[src/rtl/mmu_iplru32.sv]
`default_nettype none
// ============================================================================
// Module      : mmu_iplru32
// Description : 32-entry tree pseudo-LRU victim selector for the instruction
//               micro-TLB. A 31-node binary tree (heap order, node 1 = root,
//               node k has children 2k/2k+1, nodes 16..31 pick between entry
//               pairs) records recency from read hits and refills. The
//               one-hot victim plru_iutlb_ref_num prefers the lowest-index
//               invalid entry, otherwise the entry reached by walking the
//               tree (bit 0 = go left, bit 1 = go right).
// Options     : MMU_IPLRU_ICG_EN - when defined, the tree register is clocked
//               through gated_clk_cell; otherwise it runs on forever_cpuclk
//               with a synchronous load enable. Cycle behaviour is identical.
// Revision    : 1.0 - initial release
// ============================================================================
module mmu_iplru32 (
    input  logic        forever_cpuclk,
    input  logic        cpurst_b,
    input  logic        cp0_mmu_icg_en,
    input  logic        pad_yy_icg_scan_en,
    input  logic        entry0_vld,
    input  logic        entry1_vld,
    input  logic        entry2_vld,
    input  logic        entry3_vld,
    input  logic        entry4_vld,
    input  logic        entry5_vld,
    input  logic        entry6_vld,
    input  logic        entry7_vld,
    input  logic        entry8_vld,
    input  logic        entry9_vld,
    input  logic        entry10_vld,
    input  logic        entry11_vld,
    input  logic        entry12_vld,
    input  logic        entry13_vld,
    input  logic        entry14_vld,
    input  logic        entry15_vld,
    input  logic        entry16_vld,
    input  logic        entry17_vld,
    input  logic        entry18_vld,
    input  logic        entry19_vld,
    input  logic        entry20_vld,
    input  logic        entry21_vld,
    input  logic        entry22_vld,
    input  logic        entry23_vld,
    input  logic        entry24_vld,
    input  logic        entry25_vld,
    input  logic        entry26_vld,
    input  logic        entry27_vld,
    input  logic        entry28_vld,
    input  logic        entry29_vld,
    input  logic        entry30_vld,
    input  logic        entry31_vld,
    input  logic        utlb_plru_read_hit_vld,
    input  logic [31:0] utlb_plru_read_hit,
    input  logic        utlb_plru_refill_on,
    input  logic        utlb_plru_refill_vld,
    output logic [31:0] plru_iutlb_ref_num
);

    localparam int C_ENTRIES = 32;
    localparam int C_LEVELS  = 5;

    // Tree state: bit k holds node k (k = 1..31).
    logic [31:1] tree_q;
    logic [31:1] tree_d;

    logic [31:0] w_entry_vld;
    logic        w_any_invalid;
    logic [4:0]  w_inv_idx;
    logic [4:0]  w_walk_idx;
    logic [5:0]  w_walk_node;
    logic [4:0]  w_victim_idx;
    logic [4:0]  w_hit_idx;
    logic        w_hit_any;
    logic        w_touch_en;
    logic [4:0]  w_touch_idx;
    logic [4:0]  w_upd_node;
    logic [31:1] w_tree_upd;
    logic        w_tree_clk;

    assign w_entry_vld = {entry31_vld, entry30_vld, entry29_vld, entry28_vld,
                          entry27_vld, entry26_vld, entry25_vld, entry24_vld,
                          entry23_vld, entry22_vld, entry21_vld, entry20_vld,
                          entry19_vld, entry18_vld, entry17_vld, entry16_vld,
                          entry15_vld, entry14_vld, entry13_vld, entry12_vld,
                          entry11_vld, entry10_vld, entry9_vld,  entry8_vld,
                          entry7_vld,  entry6_vld,  entry5_vld,  entry4_vld,
                          entry3_vld,  entry2_vld,  entry1_vld,  entry0_vld};

    // Lowest-index invalid entry; scanning downward leaves the lowest match.
    always_comb begin
        w_any_invalid = 1'b0;
        w_inv_idx     = 5'd0;
        for (int i = C_ENTRIES - 1; i >= 0; i--) begin
            if (!w_entry_vld[i]) begin
                w_any_invalid = 1'b1;
                w_inv_idx     = 5'(i);
            end
        end
    end

    // Walk the tree from the root; after five steps the node number minus 32
    // is the leaf entry index.
    always_comb begin
        w_walk_node = 6'd1;
        for (int l = 0; l < C_LEVELS; l++) begin
            w_walk_node = {w_walk_node[4:0], tree_q[w_walk_node[4:0]]};
        end
        w_walk_idx = w_walk_node[4:0];
    end

    // Final victim: invalid entries always win over the tree choice.
    always_comb begin
        w_victim_idx       = w_any_invalid ? w_inv_idx : w_walk_idx;
        plru_iutlb_ref_num = 32'd1 << w_victim_idx;
    end

    // Lowest-index set bit of the hit vector; multi-hot resolves low.
    always_comb begin
        w_hit_any = 1'b0;
        w_hit_idx = 5'd0;
        for (int i = C_ENTRIES - 1; i >= 0; i--) begin
            if (utlb_plru_read_hit[i]) begin
                w_hit_any = 1'b1;
                w_hit_idx = 5'(i);
            end
        end
    end

    // Refill outranks a same-cycle hit, and the refilled entry is the
    // current victim; a qualified but empty hit vector touches nothing.
    always_comb begin
        w_touch_en  = utlb_plru_refill_vld | (utlb_plru_read_hit_vld & w_hit_any);
        w_touch_idx = utlb_plru_refill_vld ? w_victim_idx : w_hit_idx;
    end

    // Point every node on the root-to-entry path away from the touched entry.
    // The node at depth d is (1 << d) + (idx >> (5 - d)); the entry lies in
    // that node's left half when idx bit (4 - d) is 0, so the node gets 1.
    always_comb begin
        w_tree_upd = tree_q;
        w_upd_node = 5'd1;
        for (int d = 0; d < C_LEVELS; d++) begin
            w_upd_node             = 5'((1 << d) | (32'(w_touch_idx) >> (C_LEVELS - d)));
            w_tree_upd[w_upd_node] = ~w_touch_idx[3'(C_LEVELS - 1 - d)];
        end
        tree_d = w_touch_en ? w_tree_upd : tree_q;
    end

`ifdef MMU_IPLRU_ICG_EN
    logic w_icg_local_en;

    assign w_icg_local_en = utlb_plru_read_hit_vld | utlb_plru_refill_vld
                          | utlb_plru_refill_on;

    // Clock runs when any request is pending, when gating is disabled by
    // cp0_mmu_icg_en (module enable) or when scan forces it on.
    gated_clk_cell x_mmu_iplru_gated_clk (
        .clk_in             (forever_cpuclk),
        .global_en          (1'b1),
        .module_en          (cp0_mmu_icg_en),
        .local_en           (w_icg_local_en),
        .external_en        (1'b0),
        .pad_yy_icg_scan_en (pad_yy_icg_scan_en),
        .clk_out            (w_tree_clk)
    );
`else
    logic w_unused_icg;

    assign w_tree_clk   = forever_cpuclk;
    // Gating controls only matter in the gated-clock build.
    assign w_unused_icg = &{1'b0, cp0_mmu_icg_en, pad_yy_icg_scan_en,
                            utlb_plru_refill_on};
`endif

    // Tree state register; reset points every node left, selecting entry 0.
    always_ff @(posedge w_tree_clk or negedge cpurst_b) begin
        if (!cpurst_b) begin
            tree_q <= '0;
        end else begin
            tree_q <= tree_d;
        end
    end

endmodule
`default_nettype wire

[config.mk]
export PLATFORM = sky130hd
export DESIGN_NAME = mmu_iplru32
export DESIGN_NICKNAME = d
export VERILOG_FILES = /design/src/rtl/mmu_iplru32.sv
export SDC_FILE = /design/constraint.sdc
export NUM_CORES = 1
export LEC_CHECK = 0
export CAP_MARGIN = 20
export CORE_MARGIN = 4
export CORE_UTILIZATION = 36
export DETAILED_ROUTE_END_ITERATION = 8
export PLACE_DENSITY = 0.79
export SYNTH_ARGS = -nofsm -noshare
export SYNTH_HDL_FRONTEND = slang
export SYNTH_SLANG_ARGS = --single-unit
[constraint.sdc]
create_clock -name forever_cpuclk -period 2.6 [get_ports forever_cpuclk]
set_clock_uncertainty 0.2 [all_clocks]
set_input_delay 0.52 -clock forever_cpuclk [delete_from_list [all_inputs] [get_ports forever_cpuclk]]
set_output_delay 0.52 -clock forever_cpuclk [all_outputs]
set_load 0.01 [all_outputs]
Yosys cells after proc, flatten, opt, wreduce, memory -nomap -nowiden
Index checks and enable logic that the tools add are counted.
- register bits after elaboration: 31
- input bits: 71
- output and inout bits: 32
- word-level logic and storage cells: 174
- magnitude comparators: 12
- shift-type cells: 1
- muxes and demuxes: 150
- bitwise logic cells: 6
- reduce and logical (&&, ||, !) cells: 4
- operators by type and width (cell ; number):
    two-way mux 5 bit ; 66
    bitwise mux 31 bit ; 4
    two-way mux 1 bit ; 73
    << shifter 1 x 5 -> 32 bit (first input constant) ; 1
    < comparator 2 x 6 -> 1 bit (second input constant) ; 2
    < comparator 3 x 6 -> 1 bit (second input constant) ; 2
    < comparator 4 x 6 -> 1 bit (second input constant) ; 2
    < comparator 5 x 6 -> 1 bit (second input constant) ; 2
    greater-or-equal comparator 5 x 1 -> 1 bit (second input constant) ; 1
    binary-select mux 1 bit (select 4 bit) ; 1
    demux 1 bit (select 4 bit) ; 1
    greater-or-equal comparator 4 x 1 -> 1 bit (second input constant) ; 1
    logical AND 1 bit ; 4
    inverter 1 bit ; 4
    binary-select mux 1 bit (select 3 bit) ; 1
    demux 1 bit (select 3 bit) ; 1
    greater-or-equal comparator 3 x 1 -> 1 bit (second input constant) ; 1
    binary-select mux 1 bit (select 2 bit) ; 1
    demux 1 bit (select 2 bit) ; 1
    greater-or-equal comparator 2 x 1 -> 1 bit (second input constant) ; 1
    bitwise AND 1 bit ; 1
    demux 1 bit (select 1 bit) ; 1
    OR 1 bit ; 1

Depth between registers and ports, before layout
- word-level depth: 42
- gate-level depth with buffers: 8
- depth with buffers taken out: 7

Worst setup path before layout
No wires, ideal clock.
- path type: input to output
- start: in entry21_vld
- end: out plru_iutlb_ref_num[13]
- data arrival time: 2.210 ns
- data required time: 1.880 ns
- setup slack: -0.330 ns
- stages: 7
- buffers on the path: 0
- cell sequence: nor2b_1 a311oi_1 o21ai_1 a221o_1 a311oi_4 or3b_1 nor2_1
- word-level cells in the longest chain between the ends: 24
- elaborated cells on any way between the ends: 46
- those cells by class: shift (1); mux (45)
- ends and longest elaborated chain (element ; line ; source):
    start, declared ; 42 ; input logic entry21_vld,
    two-way mux 5 bit / two-way mux 1 bit (equally long branches) (22 in series) ; 95 ; if (!w_entry_vld[i]) begin
    two-way mux 5 bit (*) ; 114 ; w_victim_idx = w_any_invalid ? w_inv_idx : w_walk_idx;
    << shifter 1 x 5 -> 32 bit (*) ; 115 ; plru_iutlb_ref_num = 32'd1 << w_victim_idx;
    end, declared ; 57 ; output logic [31:0] plru_iutlb_ref_num
Mark *: on every way between the ends. The rest lies on a longest branch, timed or not.

Worst setup path after layout
- start: in entry4_vld
- end: out plru_iutlb_ref_num[21]
- word-level cells in the longest chain between the ends: 7
- elaborated cells on any way between the ends: 12
- those cells by class: shift (1); mux (11)
- ends and longest elaborated chain (element ; line ; source):
    start, declared ; 25 ; input logic entry4_vld,
    two-way mux 5 bit / two-way mux 1 bit (equally long branches) (5 in series) ; 95 ;
    two-way mux 5 bit (*) ; 114 ;
    << shifter 1 x 5 -> 32 bit (*) ; 115 ;
Marked as above.

==> summary.txt <==
Drt
  – Initial DRC count: 395
  – Met1 Wirelength: 4240 um
  – First-pass iteration count of the detailed router: 7
  – Routed wl met2: 6200 um
  – DRC: 0
  – DR top layer: met4
  – Detailed Route WL: 12,700 um
  – Routed wl met3: 1190 um
  – DR vias/cell: 6.37
  – Number of routed nets with antenna violations: 0
  – Via Count: 3,544
  – Wirelength per Cell: 22.9 um

Setup path
  – Crit-path max FO: 4
  – Crit path DAT: 2660 ps
  – CP startpoint kind: input pin
  – Critical Path Start: entry4_vld
  – CP endpoint kind: output pin
  – Required time worst endpoint: 1880 ps
  – Reg2Reg Depth: 8
  – Critical path class: in -> out
  – Worst r2r src: tree_q[2]

Die
  – Initial core utilization: 38.1%
  – Chip Height: 79.6 um
  – Core box area: 0.00485 mm2
  – IO Count: 103
  – Die area: 0.00634 mm2
  – Die width: 79.6 um
  – Row count: 25

Synthesis
  – EDFF count, synth: 0
  – Syn Nets: 328
  – Post-synth ARST share: 100%
  – Ys Warns: 0
  – Synth top area share: 20.3%
  – Yosys cell types: 58
  – Synth Flop Type: dfrtp_1
  – Synth Area per Inst: 7.19 um2
  – Netlist Area Pre-Place: 0.00185 mm2
  – Flops & latches, synth: 15
  – Synth Instances: 257
  – Area contributors post-synth: dfrtp_1 (20%), nor2_1 (8.7%), a21oi_1 (4.9%), o21ai_0 (3.8%), inv_1 (3.7%)
  – Register area share after synthesis: 20.3%
  – Top cell type by total area after synthesis: dfrtp_1

Final layout
  – Largest register FFs: 15
  – P&R area growth vs syn: 134%
  – Share of layout cells above drive strength 1: 59.5%
  – Largest registers: tree_q x15
  – Largest reg by FF count: tree_q
  – Diode count: 0
  – Final Util: 89.3%
  – Design Area, Final: 0.00433 mm2
  – Nets: 561

STA
  – Max Slew Vio Count: 0
  – Post-layout min period: 3380 ps
  – Worst Tran Pin Value: 662 ps
  – Slew headroom: 55.7%
  – Final WS setup: -784 ps
  – Final Hold Fails: 0
  – Tcrit/Tclk final: 130%
  – RSZ-0062 raised after global routing: true
  – Final setup violation count: 44
  – Fmax: 0.296 GHz
  – Final setup TNS: -22,800 ps

CTS
  – CTS tree: done
  – Clk sink count: 15
  – Htree depth: 1
  – Clock buffer depth: 2
  – Post-CTS Hold Buffers: 0
  – Clock slew at reported path FFs: 50 ps
  – Insertion delay of the later-clocked pin in the worst-skew pair: 250 ps
  – Root buffer cell: clkbuf_8
  – Cts bufs inserted: 3

GRT
  – Initial antenna violation count: 0
  – Tot GR Track Use: 30.8%
  – Vias in the first global route: 3,339
  – First-pass GRT wire length: 15,600 um
  – Largest net degree at the start of global routing: 16
  – Congestion Overflow GR: 0

Place
  – # port buffers: 99
  – Dpl hpwl: 6540 um
  – Post-DP Area: 0.00369 mm2
  – Final GP Congestion: 0.943

Run status
  – Failing checks: setup timing
  – Status: finished, violations left

Hold path
  – Hold depth: 1
  – Hold Crit Start: tree_q[16]
  – Tightest Hold Check Type: reg -> reg

Pwr
  – VDD IR-drop max: 425 uV
  – P_leak: 1.98 nW
  – Total power: 1.04 mW
  – Pwr Density: 240 mW/mm2

Flow run
  – Maxcap violations: 0
metal layers:
layer / vias to the layer above / GRT usage [%]
li1: 1447 / -
met1: 1675 / 31.0
met2: 296 / 58.3
met3: 126 / 6.32
met4: 0 / 16.8
met5: - / 0
power by group:
part | switching [mW] | internal (mW) | total [mW]
clock network | 0.0759 | 0.109 | 0.184
registers | 0.0308 | 0.266 | 0.297
logic | 0.261 | 0.295 | 0.556
stage by stage:
stage	std cells	worst slack (ps)	hold slack (ps)
floorplan	257	-318	24.4
global placement	513	-1340	278
detailed placement	513	-1380	294
CTS	543	-674	307
global route	556	-908	325
finish	556	-784	299
path summary, 6_finish.rpt:
check,slack [ps],endpoint
worst max-delay path,-780,plru_iutlb_ref_num[21]
worst min-delay path,300,tree_q[16]
worst max register to register,-190,tree_q[21]
worst min register to register,300,tree_q[16]
max in group asynchronous,1300,tree_q[19]
min in group asynchronous,480,tree_q[11]
placed cells by master, fill, tap and decap left out, types with 3 or more instances in the layout:
cell type        instances
buf_8                    4
nor2_4                   3
a21oi_1                 11
inv_1                   18
and4_1                   3
nor2b_1                  6
o211ai_1                 3
dfrtp_1                 15
a21o_1                   4
a211oi_1                 3
buf_6                   44
mux2i_1                  4
buf_2                   37
nand4_1                 10
nor4_2                   3
nand2_1                 17
clkdlybuf4s15_2          4
clkdlybuf4s50_1         29
o21ai_0                 11
nand3_2                  6
buf_4                  105
nand3_1                  6
nor4_1                   3
or3_4                    3
a21oi_2                  5
nor2_1                  16
clkbuf_8                 3
dlygate4sd2_1            6
mux2_4                   5
mux2_2                   3
and4_4                   3
nor2_2                  24
nor3_1                   6
a21oi_4                  4
o21bai_1                 3
o21ai_2                  3
what timing repair did:
item	4_1_cts	5_1_grt
gates resized for setup	332	56
endpoints found under the setup margin	46	44
pin swaps	45	34
setup buffers	27	16
logic make-up (layout without fill, tap and decap cells):
group           Yosys count  after routing  synth area share, %
buf+inv                  21            253                 4.33
mux                      12             12                 7.24
flops                    15             15                 20.3
simple gates            129            129                 37.3
compound gates           80             80                 30.8
worst max-delay path, cell delays in order:
cell,delay (ps)
clkdlybuf4s15_2,220
nand4_1,140
nor2_2,250
nand3b_4,130
buf_6,150
buf_6,110
a311oi_4,300
or3b_4,480
buf_6,140
nor2_2,80
buf_2,140
synth_stat cells (3+ instances only):
cell,number
a211oi_1,6
a21o_1,5
a21oi_1,18
and4_1,5
dfrtp_1,15
inv_1,18
mux2_2,5
mux2i_1,4
nand2_1,18
nand3_1,12
nand4_1,10
nor2_1,43
nor2b_1,7
nor3_1,8
nor4_1,6
o211ai_1,3
o21ai_0,14
o21bai_1,3
or3_1,4
final cells by class:
class                      count  area [um2]
multi-input combinational    221        1820
sequential                    15         375
clock buffer                   4        45.0
timing repair buffer         231        1940
inverter                      18        67.6
fill                         214         517
tap                           67        83.8
(Power assumes the default switching activity.)
